==> config.mk <==
export PLATFORM = sky130hd
export DESIGN_NAME = avalon_pipelined_register_adapter
export DESIGN_NICKNAME = d
export VERILOG_FILES = /design/src/rtl/avalon_adapter_pkg.sv /design/src/rtl/avalon_cmd_pipe.sv /design/src/rtl/avalon_pipelined_register_adapter.sv
export SDC_FILE = /design/constraint.sdc
export NUM_CORES = 1
export LEC_CHECK = 0
export BUFFER_PORTS_ARGS = -buffer_cell sky130_fd_sc_hd__clkbuf_2
export CELL_PAD_IN_SITES_DETAIL_PLACEMENT = 1
export CELL_PAD_IN_SITES_GLOBAL_PLACEMENT = 1
export CORE_UTILIZATION = 33
export DETAILED_ROUTE_END_ITERATION = 10
export GPL_ROUTABILITY_DRIVEN = 0
export PLACE_DENSITY = 0.92
export SYNTH_ARGS = -nofsm -noshare
export SYNTH_HDL_FRONTEND = slang
export SYNTH_SLANG_ARGS = --single-unit
==> constraint.sdc <==
create_clock -name clk -period 4.1 [get_ports clk]
set_input_delay 0.41 -clock clk [delete_from_list [all_inputs] [get_ports clk]]
set_output_delay 0.41 -clock clk [all_outputs]
set_load 0.05 [all_outputs]
==> src/rtl/avalon_adapter_pkg.sv <==
// Shared types for the pipelined Avalon-MM register adapter: response codes,
// command flag bundle and the helpers that classify a command at the strobe stage.
package avalon_adapter_pkg;

   typedef enum logic [1:0] {
      RESP_OKAY        = 2'b00,
      RESP_DECODEERROR = 2'b11
   } avalon_resp_t;

   // Control part of a pipeline stage; the top wraps it with address/lanes/data
   // because those widths depend on the instance parameters.
   typedef struct packed {
      logic rd;
      logic wr;
      logic decode_ok;
   } cmd_flags_t;

   // A read that collides with a write is dropped; the write side still executes.
   function automatic logic cmd_is_read(input cmd_flags_t f);
      return f.rd & ~f.wr;
   endfunction

   // Decode error and collision in the same command count as a single event.
   function automatic logic cmd_is_error(input cmd_flags_t f);
      return ((f.rd | f.wr) & ~f.decode_ok) | (f.rd & f.wr);
   endfunction

endpackage

==> src/rtl/avalon_cmd_pipe.sv <==
// Delay line for one packed command word. DEPTH = 0 is a wire; otherwise every
// stage clears asynchronously so in-flight commands vanish on reset.
module avalon_cmd_pipe #(
   parameter type T     = logic,
   parameter int  DEPTH = 1
) (
   input  logic clk_i,
   input  logic rst_ni,
   input  T     d_i,
   output T     q_o
);

   generate
      if (DEPTH == 0) begin : g_bypass
         assign q_o = d_i;
      end else begin : g_stages
         T stage_q [DEPTH];

         always_ff @(posedge clk_i or negedge rst_ni) begin
            if (!rst_ni) begin
               for (int i = 0; i < DEPTH; i++) begin
                  stage_q[i] <= '0;
               end
            end else begin
               stage_q[0] <= d_i;
               for (int i = 1; i < DEPTH; i++) begin
                  stage_q[i] <= stage_q[i-1];
               end
            end
         end

         assign q_o = stage_q[DEPTH-1];
      end
   endgenerate

endmodule

==> src/rtl/avalon_pipelined_register_adapter.sv <==
// Fixed-latency Avalon-MM slave in front of a flat register bank: per-register
// strobes at stage LATENCY-1, registered read response one cycle later.
module avalon_pipelined_register_adapter
   import avalon_adapter_pkg::*;
#(
   parameter int DATA_WIDTH    = 32,
   parameter int NUM_REGS      = 4,
   parameter int LATENCY       = 2,
   parameter int ADDR_WIDTH    = $clog2(NUM_REGS),
   parameter int BE_WIDTH      = DATA_WIDTH / 8,
   parameter int ERR_CNT_WIDTH = 8
) (
   input  logic                           clk,
   input  logic                           reset_n,
   input  logic                           read,
   input  logic                           write,
   input  logic [ADDR_WIDTH-1:0]          address,
   input  logic [BE_WIDTH-1:0]            byteenable,
   input  logic [DATA_WIDTH-1:0]          writedata,
   output logic [DATA_WIDTH-1:0]          readdata,
   output logic                           readdatavalid,
   output logic [1:0]                     response,
   output logic [NUM_REGS-1:0]            reg_write_en,
   output logic [NUM_REGS-1:0]            reg_read_en,
   output logic [BE_WIDTH-1:0]            reg_byteenable,
   output logic [DATA_WIDTH-1:0]          reg_wdata,
   input  logic [NUM_REGS*DATA_WIDTH-1:0] reg_rdata,
   output logic [ERR_CNT_WIDTH-1:0]       err_count
);

   typedef struct packed {
      cmd_flags_t              flags;
      logic [ADDR_WIDTH-1:0]   addr;
      logic [BE_WIDTH-1:0]     be;
      logic [DATA_WIDTH-1:0]   wdata;
   } cmd_t;

   // One extra address bit so the compare also works when NUM_REGS is a power of two.
   localparam logic [ADDR_WIDTH:0] NUM_REGS_W = (ADDR_WIDTH + 1)'(NUM_REGS);

   cmd_t cmd_in;
   cmd_t cmd_s;

   always_comb begin
      cmd_in                 = '0;
      cmd_in.flags.rd        = read;
      cmd_in.flags.wr        = write;
      cmd_in.flags.decode_ok = ({1'b0, address} < NUM_REGS_W);
      cmd_in.addr            = address;
      cmd_in.be              = byteenable;
      cmd_in.wdata           = writedata;
   end

   avalon_cmd_pipe #(
      .T     (cmd_t),
      .DEPTH (LATENCY - 1)
   ) u_cmd_pipe (
      .clk_i  (clk),
      .rst_ni (reset_n),
      .d_i    (cmd_in),
      .q_o    (cmd_s)
   );

   logic                     wr_fire;
   logic                     rd_fire;
   logic                     rd_err;
   logic                     err_evt;
   logic [DATA_WIDTH-1:0]    rdata_sel;

   // Qualifying with reset_n keeps the bypass (LATENCY = 1) strobes quiet in reset.
   always_comb begin
      wr_fire      = reset_n & cmd_s.flags.wr & cmd_s.flags.decode_ok;
      rd_fire      = reset_n & cmd_is_read(cmd_s.flags) & cmd_s.flags.decode_ok;
      rd_err       = reset_n & cmd_is_read(cmd_s.flags) & ~cmd_s.flags.decode_ok;
      err_evt      = reset_n & cmd_is_error(cmd_s.flags);
      reg_write_en = '0;
      reg_read_en  = '0;
      rdata_sel    = '0;
      for (int i = 0; i < NUM_REGS; i++) begin
         if (cmd_s.addr == ADDR_WIDTH'(i)) begin
            reg_write_en[i] = wr_fire;
            reg_read_en[i]  = rd_fire;
            rdata_sel       = reg_rdata[i*DATA_WIDTH +: DATA_WIDTH];
         end
      end
   end

   assign reg_byteenable = wr_fire ? cmd_s.be    : '0;
   assign reg_wdata      = wr_fire ? cmd_s.wdata : '0;

   logic [DATA_WIDTH-1:0]    readdata_q, readdata_d;
   logic                     rdv_q, rdv_d;
   avalon_resp_t             resp_q, resp_d;
   logic [ERR_CNT_WIDTH-1:0] err_q, err_d;

   always_comb begin
      readdata_d = readdata_q;
      if (rd_fire) begin
         readdata_d = rdata_sel;
      end else if (rd_err) begin
         readdata_d = '0;
      end
      rdv_d  = rd_fire | rd_err;
      resp_d = rd_err ? RESP_DECODEERROR : RESP_OKAY;
      err_d  = err_q;
      if (err_evt && (err_q != '1)) begin
         err_d = err_q + 1'b1;
      end
   end

   always_ff @(posedge clk or negedge reset_n) begin
      if (!reset_n) begin
         readdata_q <= '0;
         rdv_q      <= 1'b0;
         resp_q     <= RESP_OKAY;
         err_q      <= '0;
      end else begin
         readdata_q <= readdata_d;
         rdv_q      <= rdv_d;
         resp_q     <= resp_d;
         err_q      <= err_d;
      end
   end

   assign readdata      = readdata_q;
   assign readdatavalid = rdv_q;
   assign response      = resp_q;
   assign err_count     = err_q;

endmodule

==> qor.yml, run 1 <==
yosys:
  avgSynthCellArea_um2: 15.0
  syn-num-nets: 423
  ys.flop_type: "dfrtp_1"
  async_flop_share_pct: 100
  ys_seq_elements: 83
  synthDistinctLibCells: 31
  yosysWarnings: 0
  syn_inst: 252
  synth_edf_count: 0
  yosysSeqAreaShare_pct: 55.1
  syn-cell-area_um2: 3770
power_and_ir_drop:
  pwr-share-clk_pct: 30.9
  power_density_nw_per_um2: 453
  p_int_w: 0.00158
  comb_power_share_pct: 28.4
  power.total_w: 0.00246
  p_sw_share_pct: 35.6
  pwr-share-seq_pct: 40.8
  switchingPower_w: 0.000877
  peakVddDrop_v: 0.000334
  p_leak_nw: 2.87
timing:
  finClkSkew_ns: 0.00796
  clock.fmax_ghz: 0.370
  final.setup.tns_ns: 0
  slew_viol_final: 0
  max_slew.worst_pin.slew_ns: 1.13
  min_period_ns: 2.70
  final-setup-viol-count: 0
  period_share_pct: 65.9
  rsz0062_at_grt: "no"
  slew_headroom_pct: 24.4
  hold_viol_final: 0
cts:
  cts_resized: 0
  clk_latency_ns: 0.34
  postCtsSetupBuffers: 0
  clock-root-buffer: "clkbuf_16"
  htree_levels: 3
  cts_tree: "done"
  clock_path_buffers: 2
  ctsHoldBuffers: 0
  numCtsBuffers: 9
  cts.sinks: 83
  cts.clk_slew.worst_paths_ns: 0.07
cells_and_area:
  n_fill_cell: 1240
  antenna_cells: 0
  final_cell_mix: "255 x clkbuf_2, 82 x dfrtp_1, 37 x and2_1, 32 x a22o_1, 26 x mux4_2"
  nets: 676
  layout_commonest_cell: "clkbuf_2"
  stdcell_count: 650
  drive_above_1_share_pct: 60.4
  syn_to_final_growth_pct: 44.0
  fin_util_pct: 49.4
drt:
  ant_nets: 0
  detail_route.first_pass.iterations: 4
  wl_per_cell_um: 17.4
  drc: 0
  vias: 3196
  drtIter0Drc: 103
  wirelength_um: 11300
  vias_per_cell: 4.92
floorplanning:
  core_area_um2: 11000
  fp.dieH_um: 109
  dieArea_um2: 11900
  num_rows: 38
  initial_core_util_pct: 34.3
  die_w_um: 109
  ios: 257
hold_path:
  hp-class: "in -> async"
global_routing:
  grt_max_degree: 50
  grt_pass1_vias: 3525
  grt_pass1_wl_um: 17500
  grt_overflow: 0
  grt_usage_pct: 20.1
  antenna_found_initial: 0
worst_setup_path:
  crit_type: "reg -> out"
  cp_cell_sequence: "nand3b_2 -> buf_4 -> inv_2 -> and2_1 -> buf_4 -> and3_1 -> clkbuf_2"
  path_buf_inv: 4
  cp_max_fo: 34
  crit_path_frequent_cell: "buf_4"
  cp-end-kind: "primary output"
  cp_top_family: "buffers and inverters"
  max_stage_delay_ns: 0.43
  worst_setup_path_start_kind: "flip-flop"
  arrival_ns: 2.29
  critPathSlowestCell: "dfrtp_1"
  cp.required_ns: 3.69
job:
  maxCapViolCount: 0
place:
  dp.cells: 634
  port-buffer-count: 256
  dp_hpwl_um: 9120
outcome:
  outcome: "finished clean"
-- kinds of logic (layout without fill, tap and decap cells) --
| group | count (synthesis) | count (layout) | share of synthesized area [%] |
|---|---|---|---|
| simple gates | 68 | 68 | 10.6 |
| xor+xnor | 1 | 1 | 0.232 |
| fa+ha+maj | 1 | 1 | 0.332 |
| mux | 37 | 37 | 21.2 |
| other cells | 1 | 1 | 0.0995 |
| flops | 83 | 83 | 55.1 |
| buf+inv | 21 | 279 | 3.68 |
| compound gates | 40 | 40 | 8.76 |
-- final timing paths --
kind,startpoint,end,slack [ns],cells after the start
min in group clk,byteenable[2],u_cmd_pipe.q_o[34],0.17,1
worst min register to register,readdata[20],readdata[20],0.51,1
worst max register to register,u_cmd_pipe.q_o[36],readdata[5],1.96,2
max in group asynchronous,reset_n,u_cmd_pipe.q_o[28],3.06,2
worst min-delay path,reset_n,err_count[0],0.03,1
worst max-delay path,u_cmd_pipe.q_o[39],reg_read_en[3],1.40,7
-- flip-flops by register name (all words and copies together) (netlist names) --
name and count:
err_count 8, readdatavalid 1, readdata 32, response 1
u_cmd_pipe.q_o 41
-- power groups by stage --
| stage | Combinational, W | Sequential [W] | Clock, W |
|---|---|---|---|
| after floorplan | 0.000228 | 0.00125 | 0 |
| after global placement | 0.000687 | 0.00101 | 0 |
| after detailed placement | 0.000707 | 0.00102 | 0 |
| after CTS | 0.000708 | 0.00100 | 0.000789 |
| after global routing | 0.000741 | 0.00102 | 0.000821 |
| final | 0.000698 | 0.00100 | 0.000759 |
-- area by class of cell --
cell class                 instances  area (µm²)  share of cell area [%]
sequential                        83        2080                    38.3
multi-input combinational        148        1550                    28.6
timing repair buffer             262        1330                    24.5
clock buffer                      10         239                    4.40
tap                              140         175                    3.23
clock inverter                     6        48.8                   0.899
inverter                           1        3.75                  0.0692
-- layer usage --
| layer | up-vias | GRT usage, % | share of wire, % |
|---|---|---|---|
| met3 | 15 | 6.69 | 8.4 |
| met4 | 0 | 6.27 | 1.6 |
| met1 | 1557 | 20.2 | 35 |
| met2 | 173 | 38.5 | 55 |
| li1 | 1451 | - | - |
| met5 | - | 0 | 0 |
-- Yosys cell counts (2+ instances only) --
cell type / number / area (µm²)
nand2_1: 6 / 22.5
mux4_2: 26 / 586
nor2_1: 5 / 18.8
and3_1: 6 / 37.5
nor3_1: 2 / 10.0
a21oi_1: 3 / 15.0
buf_12: 2 / 40.0
buf_4: 4 / 30.0
mux4_1: 6 / 158
nand4_1: 4 / 25.0
dfrtp_1: 83 / 2080
buf_2: 4 / 20.0
and2_1: 37 / 231
a22o_1: 32 / 280
nand2b_1: 3 / 18.8
o21a_1: 2 / 15.0
clkbuf_1: 8 / 30.0
nand3_1: 2 / 10.0
mux2_1: 5 / 56.3
-- through the flow --
step	setup slack (ns)	hold WS [ns]	cell area, µm²
2_1_floorplan	1.83	0.114	3770
3_3_place_gp	1.42	0.399	5140
3_5_place_dp	1.34	0.410	5140
4_1_cts	1.34	0.0303	5430
5_1_grt	1.19	0.0591	5430
6_report	1.40	0.0311	5430
Note: power is estimated with default switching activity, not from simulation.
==> run 2, diff against run 1 <==
--- a/config.mk
+++ b/config.mk
@@ -8,10 +8,10 @@
 export BUFFER_PORTS_ARGS = -buffer_cell sky130_fd_sc_hd__clkbuf_2
 export CELL_PAD_IN_SITES_DETAIL_PLACEMENT = 1
 export CELL_PAD_IN_SITES_GLOBAL_PLACEMENT = 1
-export CORE_UTILIZATION = 33
+export CORE_UTILIZATION = 28
 export DETAILED_ROUTE_END_ITERATION = 10
 export GPL_ROUTABILITY_DRIVEN = 0
-export PLACE_DENSITY = 0.92
+export PLACE_DENSITY = 0.84
 export SYNTH_ARGS = -nofsm -noshare
 export SYNTH_HDL_FRONTEND = slang
 export SYNTH_SLANG_ARGS = --single-unit
==> constraint.sdc (replaced) <==
create_clock -name clk -period 2.3 [get_ports clk]
set_input_delay 0.23 -clock clk [delete_from_list [all_inputs] [get_ports clk]]
set_output_delay 0.23 -clock clk [all_outputs]
set_load 0.05 [all_outputs]
==> run 2 against run 1 <==
Net effect: worst hold slack worse by 0.020 ns; clock-buffer cell count grew 1; utilization decreased by 4.3 points.
==> qor.yml, run 2 (synthesis gave the netlist of run 1 again) <==
floorplanning:
  ios: 257  # unchanged
  num_rows: 42  # was 38
  initial_core_util_pct: 28.6  # was 34.3%
  core_area_um2: 13200  # was 11000 µm²
  fp.dieH_um: 118  # was 109 µm
  die_w_um: 118  # was 109 µm
  dieArea_um2: 13900  # was 11900 µm²
cts:
  clock-root-buffer: "clkbuf_16"  # unchanged
  numCtsBuffers: 9  # unchanged
  cts.sinks: 83  # unchanged
  clk_latency_ns: 0.33  # was 0.34 ns
  htree_levels: 3  # unchanged
  cts.clk_slew.worst_paths_ns: 0.06  # was 0.07 ns
  cts_tree: "done"  # unchanged
  clock_path_buffers: 2  # unchanged
place:
  pre_cts_ws_ns: 0.515  # was 1.34 ns
  port-buffer-count: 256  # unchanged
  dp_hpwl_um: 9250  # was 9120 µm
  postPlaceCellArea_um2: 5310  # was 5140 µm²
timing:
  hold_viol_final: 0  # unchanged
  slew_viol_final: 0  # unchanged
  slew_headroom_pct: 54.5  # was 24.4%
  clock.fmax_ghz: 0.464
  fin_ws_ns: 0.145  # was 1.40 ns
  period_share_pct: 93.7
  final-setup-viol-count: 0  # unchanged
  min_period_ns: 2.16
  rsz0062_at_grt: "no"  # unchanged
  max_slew.worst_pin.slew_ns: 0.683  # was 1.13 ns
  finClkSkew_ns: 0.00852  # was 0.00796 ns
  fin_hold_ws_ns: 0.0113  # was 0.0311 ns
  final.setup.tns_ns: 0  # unchanged
cells_and_area:
  final_cell_mix: "249 x clkbuf_2, 82 x dfrtp_1, 37 x and2_1, 32 x a22o_1, 31 x dlygate4sd3_1"  # was 255 x clkbuf_2, 82 x dfrtp_1, 37 x and2_1, 32 x a22o_1, 26 x mux4_2
  nets: 708  # was 676
  drive_above_1_share_pct: 56.8  # was 60.4%
  largest_reg_flops: 41  # unchanged
  fin_util_pct: 45.1  # was 49.4%
  layout_commonest_cell: "clkbuf_2"  # unchanged
  syn_to_final_growth_pct: 57.8  # was 44.0%
  antenna_cells: 0  # unchanged
  design_area_um2: 5950  # was 5430 µm²
power_and_ir_drop:
  p_sw_share_pct: 33.9  # was 35.6%
  pwr-share-seq_pct: 37.9  # was 40.8%
  power_density_nw_per_um2: 784  # was 453 nW/µm²
  p_leak_nw: 3.05  # was 2.87 nW
  comb_power_share_pct: 28.3  # was 28.4%
  p_int_w: 0.00309  # was 0.00158 W
  pwr-share-clk_pct: 33.7  # was 30.9%
  peakVddDrop_v: 0.000426  # was 0.000334 V
  switchingPower_w: 0.00158  # was 0.000877 W
drt:
  wirelength_um: 12200  # was 11300 µm
  vias: 3407  # was 3196
  vias_per_cell: 4.75  # was 4.92
  detail_route.first_pass.iterations: 4  # unchanged
  wl_per_cell_um: 16.9  # was 17.4 µm
  drtIter0Drc: 119  # was 103
  drc: 0  # unchanged
  ant_nets: 0  # unchanged
worst_setup_path:
  rr_worst_depth: 3  # was 2
  cp.required_ns: 2.07  # was 3.69 ns
  cp-end-kind: "primary output"  # unchanged
  worst_setup_path_start_kind: "input pin"  # was flip-flop
  crit_type: "in -> out"  # was reg -> out
  arrival_ns: 1.93  # was 2.29 ns
  cp_max_fo: 36  # was 34
hold_path:
  worstHoldPathCells: 1
  hp-class: "in -> reg"  # was in -> async
global_routing:
  grt_overflow: 0  # unchanged
  grt_pass1_vias: 3735  # was 3525
  grt_pass1_wl_um: 19300  # was 17500 µm
  grt_usage_pct: 18.1  # was 20.1%
  antenna_found_initial: 0  # unchanged
  grt_max_degree: 55  # was 50
outcome:
  outcome: "finished clean"  # unchanged
job:
  maxCapViolCount: 0  # unchanged
[run 2: worst paths after layout]
| path | from | endpoint | slack, ns |
|---|---|---|---|
| max | reset_n | reg_wdata[6] | 0.14 |
| min | byteenable[3] | u_cmd_pipe.q_o[35] | 0.01 |
| max reg2reg | u_cmd_pipe.q_o[36] | readdata[3] | 0.53 |
| min reg2reg | readdata[0] | readdata[0] | 0.51 |
| max in group asynchronous | reset_n | readdata[8] | 1.17 |
| min in group asynchronous | reset_n | u_cmd_pipe.q_o[39] | 0.49 |
[run 2: layout make-up]
class                   count  area [µm²]
fillers                  1488        7240
flip-flops and latches     83        2080
repair buffers            294        1770
multi-input cells         148        1550
clock buffers              11         243
well taps                 176         220
clock inverters             5        85.1
inverters                   1        3.75
[run 2: critical path: stages]
cell	delay (ns)
dlygate4sd3_1	0.55
buf_4	0.15
and3_1	0.20
buf_4	0.30
and2_1	0.20
clkbuf_2	0.28
[run 2: what timing repair did]
| item | in CTS | in global routing |
|---|---|---|
| endpoints found under the setup margin | 0 | 2 |
| hold buffers | 24 | 7 |
| gates resized for setup | 0 | 1 |
| endpoints found under the hold margin | 52 | 7 |
| setup buffers | 0 | 0 |
[run 2: through the flow]
step,total power (W),cells
CTS,0.00471,711
floorplan,0.00264,252
global route,0.00489,718
finish,0.00467,718
global placement,0.00304,671
detailed placement,0.00309,671
[run 2: per-layer routing]
metal	GRT usage, %	up-vias	part of all wire [%]
met2	33.5	173	54
li1	-	1517	-
met1	19.9	1706	38
met4	5.85	0	1.3
met3	4.75	11	6.6
met5	0	-	0
[run 2: power groups by stage]
stage | clock network (W) | registers, W | logic, W
after floorplan | 0 | 0.00223 | 0.000407
after global placement | 0 | 0.00179 | 0.00125
after detailed placement | 0 | 0.00180 | 0.00129
after CTS | 0.00161 | 0.00177 | 0.00132
after global routing | 0.00169 | 0.00180 | 0.00140
final | 0.00157 | 0.00177 | 0.00132
